===== config.mk =====
export PLATFORM = sky130hd
export DESIGN_NAME = regfile_writeback_queue
export DESIGN_NICKNAME = d
export VERILOG_FILES = /design/src/rtl/regfile_writeback_queue.sv
export SDC_FILE = /design/constraint.sdc
export NUM_CORES = 1
export LEC_CHECK = 0
export CAP_MARGIN = 20
export CORE_ASPECT_RATIO = 1.2
export CORE_UTILIZATION = 42
export DETAILED_ROUTE_END_ITERATION = 16
export PLACE_DENSITY = 0.69
export REMOVE_ABC_BUFFERS = 1
export SKIP_CTS_REPAIR_TIMING = 1
export SYNTH_ARGS = -nofsm -noshare
export SYNTH_HDL_FRONTEND = slang
export SYNTH_SLANG_ARGS = --single-unit

===== constraint.sdc =====
create_clock -name clock -period 6 [get_ports clock]
set_clock_uncertainty 0.2 [all_clocks]
set_input_delay 0.9 -clock clock [delete_from_list [all_inputs] [get_ports clock]]
set_output_delay 0.9 -clock clock [all_outputs]
set_load 0.05 [all_outputs]

===== src/rtl/regfile_writeback_queue.sv =====
// In-order write-back queue in front of the register file write port, fed by the ALU and load paths.
// Define WBQ_FWD_EN to build the youngest-match forwarding lookup; otherwise the fwd_* outputs are tied to 0.
module regfile_writeback_queue #(
  parameter int DEPTH  = 4,
  parameter int DATA_W = 32,
  parameter int ADDR_W = 5
) (
  input  logic                     clock,
  input  logic                     Reset,
  input  logic                     alu_valid,
  input  logic [ADDR_W-1:0]        alu_addr,
  input  logic [DATA_W-1:0]        alu_data,
  output logic                     alu_ready,
  input  logic                     mem_valid,
  input  logic [ADDR_W-1:0]        mem_addr,
  input  logic [DATA_W-1:0]        mem_data,
  output logic                     mem_ready,
  output logic                     reg_write_enable,
  output logic [ADDR_W-1:0]        reg_write_address,
  output logic [DATA_W-1:0]        write_data,
  input  logic [ADDR_W-1:0]        read_register_1,
  input  logic [ADDR_W-1:0]        read_register_2,
  output logic                     fwd_hit_1,
  output logic [DATA_W-1:0]        fwd_data_1,
  output logic                     fwd_hit_2,
  output logic [DATA_W-1:0]        fwd_data_2,
  output logic [$clog2(DEPTH):0]   count
);

  localparam int PTR_W = $clog2(DEPTH);
  localparam int CNT_W = PTR_W + 1;
  localparam logic [CNT_W-1:0] FULL_CNT  = CNT_W'(DEPTH);
  localparam logic [CNT_W-1:0] LAST_CNT  = CNT_W'(DEPTH - 1);
  localparam logic [CNT_W-1:0] ROOM2_CNT = CNT_W'(DEPTH - 2);

  logic [ADDR_W-1:0] addr_q [DEPTH];
  logic [DATA_W-1:0] data_q [DEPTH];
  logic [DEPTH-1:0]  valid_q;
  logic [PTR_W-1:0]  wr_ptr;
  logic [PTR_W-1:0]  rd_ptr;
  logic [PTR_W-1:0]  alu_slot;
  logic              mem_push;
  logic              alu_push;
  logic              pop;

  // Ready looks only at the registered count; a same-cycle drain earns no credit.
  assign mem_ready = (count < FULL_CNT);
  assign alu_ready = (count <= ROOM2_CNT) || ((count == LAST_CNT) && !mem_valid);

  // r0 writes complete the handshake but are never stored.
  assign mem_push = mem_valid && mem_ready && (mem_addr != '0);
  assign alu_push = alu_valid && alu_ready && (alu_addr != '0);
  assign pop      = (count != '0);
  assign alu_slot = mem_push ? wr_ptr + PTR_W'(1) : wr_ptr;

  assign reg_write_enable  = pop;
  assign reg_write_address = pop ? addr_q[rd_ptr] : '0;
  assign write_data        = pop ? data_q[rd_ptr] : '0;

  // NOTE: all sequential state uses non-blocking assignments so every register samples pre-edge values.
  always_ff @(posedge clock) begin
    if (Reset) begin
      wr_ptr  <= '0;
      rd_ptr  <= '0;
      count   <= '0;
      valid_q <= '0;
    end else begin
      if (pop)      valid_q[rd_ptr]   <= 1'b0;
      if (mem_push) valid_q[wr_ptr]   <= 1'b1;
      if (alu_push) valid_q[alu_slot] <= 1'b1;
      wr_ptr <= wr_ptr + PTR_W'(mem_push) + PTR_W'(alu_push);
      rd_ptr <= rd_ptr + PTR_W'(pop);
      count  <= count + CNT_W'(mem_push) + CNT_W'(alu_push) - CNT_W'(pop);
    end
  end

  // NOTE: entry storage is not reset; valid_q and count decide what is live, and the drain outputs are masked.
  always_ff @(posedge clock) begin
    if (mem_push) begin
      addr_q[wr_ptr] <= mem_addr;
      data_q[wr_ptr] <= mem_data;
    end
    if (alu_push) begin
      addr_q[alu_slot] <= alu_addr;
      data_q[alu_slot] <= alu_data;
    end
  end

`ifdef WBQ_FWD_EN
  logic [PTR_W-1:0] fwd_idx;

  // Walk from oldest to youngest so the last match assigned is the youngest.
  // NOTE: every always_comb output gets a default first so no latch is inferred.
  always_comb begin
    fwd_hit_1  = 1'b0;
    fwd_data_1 = '0;
    fwd_hit_2  = 1'b0;
    fwd_data_2 = '0;
    fwd_idx    = '0;
    for (int i = 0; i < DEPTH; i++) begin
      fwd_idx = rd_ptr + PTR_W'(i);
      if (valid_q[fwd_idx] && (read_register_1 != '0) && (addr_q[fwd_idx] == read_register_1)) begin
        fwd_hit_1  = 1'b1;
        fwd_data_1 = data_q[fwd_idx];
      end
      if (valid_q[fwd_idx] && (read_register_2 != '0) && (addr_q[fwd_idx] == read_register_2)) begin
        fwd_hit_2  = 1'b1;
        fwd_data_2 = data_q[fwd_idx];
      end
    end
  end
`else
  logic unused_fwd_inputs;

  assign unused_fwd_inputs = ^{read_register_1, read_register_2, valid_q};
  assign fwd_hit_1  = 1'b0;
  assign fwd_data_1 = '0;
  assign fwd_hit_2  = 1'b0;
  assign fwd_data_2 = '0;
`endif

endmodule


==> metrics.yaml <==
ys_seq_elements: 155
yosys_warnings: 0
hold_class: "reg -> reg"
std_cell_rows: 57
crit_required_ns: 5.96
fin_cells: 931
rsz0062_at_grt: "no"
die_area_mm2: 0.0212
crit_path_max_fanout: 37
cap_violations: 0
vias: 4795
irDropWorstVdd_v: 0.000544
finalNetCount: 752
switching_power_uw: 2360
htree_levels: 4
synth_common_cells: "edfxtp_1 (148), buf_4 (66), mux2_1 (63)"
gr-total-overflow: 0
die_width_um: 133
synth_top_family_by_area: "multiplexers"
yosys.area_share.simple_pct: 4.46
wire_per_inst_um: 19.8
cp.arrival_ns: 4.17
numCtsBuffers: 17
p_clk_share_pct: 18.0
hold_viol_final: 0
syn_area_per_cell_um2: 16.3
layout_min_cycle_time_ns: 4.21
rr_endpoint: "data_q[1][29]"
status: "completed"
synth_cells: 532
fmax_mhz: 238
fill_cells: 1677
whs_endpoint: "wr_ptr[1]"
synthTopCellsByArea: "edfxtp_1 (51%), mux4_2 (9.6%), mux2_1 (8.2%)"
yosysMostFrequentCell: "edfxtp_1"
switching_share_pct: 40.9
fp.dieH_um: 159
grt_pass1_wl_um: 28100
detail-route-antenna-nets: 0
ff2ff_path_depth: 6
initial_core_util_pct: 42.8
dr.pass1.iters: 4
synth_xor_area_share_pct: 0.621
critPathBufInv: 1
worst_setup_path_end_kind: "register"
routed_wl_um: 18500
fin_util_pct: 51.8
reg2reg_slack_ns: 2.31
synth_adder_area_share_pct: 1.70
slew_viol_final: 0
fin_crit_sh_pct: 70.2
coreArea_mm2: 0.0203
antenna_found_initial: 0
synthDominantCellAreaShare_pct: 51.3
ys_types: 36
grt_usage_pct: 18.0
synth-seq-area-share_pct: 52.9
grt_max_degree: 39
worstHoldStart: "wr_ptr[1]"
final-setup-viol-count: 0
placed_cell_area_mm2: 0.00992
pwr-share-comb_pct: 50.8
drive_gt1_share_pct: 26.6
synth_top_cell_by_area: "edfxtp_1"
powerDensity_mw_per_mm2: 550
design_area_mm2: 0.0105
tns_ns: 0
ys_async_sr_fraction_pct: 0
place_inst: 900
max-slew-margin-rel_pct: 32.5
clockBufferDepth: 2
diodes: 0
r2r_start: "count[2]"
crit_chain: "clkdlybuf4s50_1, or4_4, o21ai_4, mux2i_1, nand3_4, mux2_4"
first_global_vias: 4977
synth_compound_area_share_pct: 0.852
clockRootBuffer: "clkbuf_16"
worstMarginPinSlew_ns: 1.01
area_growth_syn_to_layout_pct: 21.0
ios: 197
vias_per_cell: 5.15
start_kind: "input pin"
min_path_cells: 2
syn_area_mm2: 0.00866
synth-edff-count: 148
critPathSlowestCell: "nand3_4"
drc_errors: 0
dp.final_hpwl_um: 11000
clk_latency_ns: 0.42
setup.worst_path.class: "in -> reg"
critPathTopFamily: "simple AND/OR/NAND/NOR gates"
leakage_uw: 0.00377
synthMuxAreaShare_pct: 30.8
drt-initial-drc-count: 278
internal_power_uw: 3410
p_total_uw: 5770
cts_tree: "built"
port_buffers: 120
clk_pin_slew_ns: 0.06
pwr-share-seq_pct: 31.2
synth_ff_type: "edfxtp_1"
cpPeakStageDelay_ns: 0.75
globalplace.congestion: 0.699
clock-sinks: 155
-- how the worst max path moves through the flow --
stage | depth (start not counted) | endpoint | from
floorplan | 5 | addr_q[2][0] | mem_addr[3]
global placement | 6 | data_q[1][2] | mem_addr[2]
detailed placement | 6 | data_q[1][10] | mem_addr[2]
CTS | 6 | data_q[1][29] | mem_addr[3]
global route | 6 | data_q[1][7] | mem_addr[3]
finish | 6 | data_q[1][29] | mem_addr[2]
-- area by class of cell --
cell class	instances	area, um2	share of cell area, %
Clock buffer	19	433	4.13
Sequential cell	155	4590	43.8
Inverter	11	43.8	0.418
Clock inverter	12	125	1.19
Tap cell	265	332	3.16
Multi-Input combinational cell	338	3660	34.9
Timing Repair Buffer	131	1300	12.4
-- worst reg2reg max path, cell delays in order, from the launching register on --
cell	delay (ns)
dfxtp_1	0.42
inv_1	0.09
ha_1	0.21
a21o_1	0.18
a21oi_1	0.78
nand3_4	0.94
mux2_4	0.61
-- flip-flops by register name, indices dropped and copies added, names as in the netlist --
signal and count:
count 3, rd_ptr 2, addr_q 20, wr_ptr 2, data_q 128
-- routing by layer --
| layer | vias to the layer above | share of wire (%) | GRT usage [%] |
|---|---|---|---|
| met2 | 172 | 52 | 31.0 |
| met1 | 2461 | 42 | 22.6 |
| met4 | 0 | 1.8 | 5.73 |
| li1 | 2139 | - | - |
| met3 | 23 | 5.2 | 3.88 |
| met5 | - | 0 | 0 |
-- stage by stage --
| stage | hold WS [ns] | worst slack [ns] |
|---|---|---|
| after CTS | 0.402 | 1.81 |
| after detailed placement | 0.394 | 1.34 |
| after global placement | 0.365 | 1.40 |
| final | 0.396 | 1.79 |
| after floorplan | 0.338 | 0.112 |
| after global routing | 0.436 | 1.70 |
-- cells by family after synthesis --
logic type	count (synthesis)
flops	155
buf+inv	104
compound gates	10
xor+xnor	4
simple gates	62
mux	186
fa+ha+maj	10
other cells	1
-- power groups by stage --
stage,clock network (uW),registers (uW),logic [uW]
6_report,1040,1800,2930
5_1_grt,1090,1840,3090
4_1_cts,1050,1810,2970
3_5_place_dp,0,1830,2950
3_3_place_gp,0,1840,2880
2_1_floorplan,0,1830,1990
-- cells in the final DEF (no fill, tap or decap), drive strengths merged, types with 3 or more instances in the layout --
cell,Yosys,routed
nor2b,41,41
fa,3,3
clkbuf,8,19
clkinv,0,5
ha,7,7
o21ai,4,4
nor3,5,5
conb,1,66
mux2,148,148
dfxtp,7,7
edfxtp,148,148
buf,85,11
clkdlybuf4s50,0,120
xnor2,4,4
inv,11,12
nand2,7,7
nor2,4,4
clkinvlp,0,4
mux4,37,37
No activity file was read; power rests on OpenSTA's default activity.
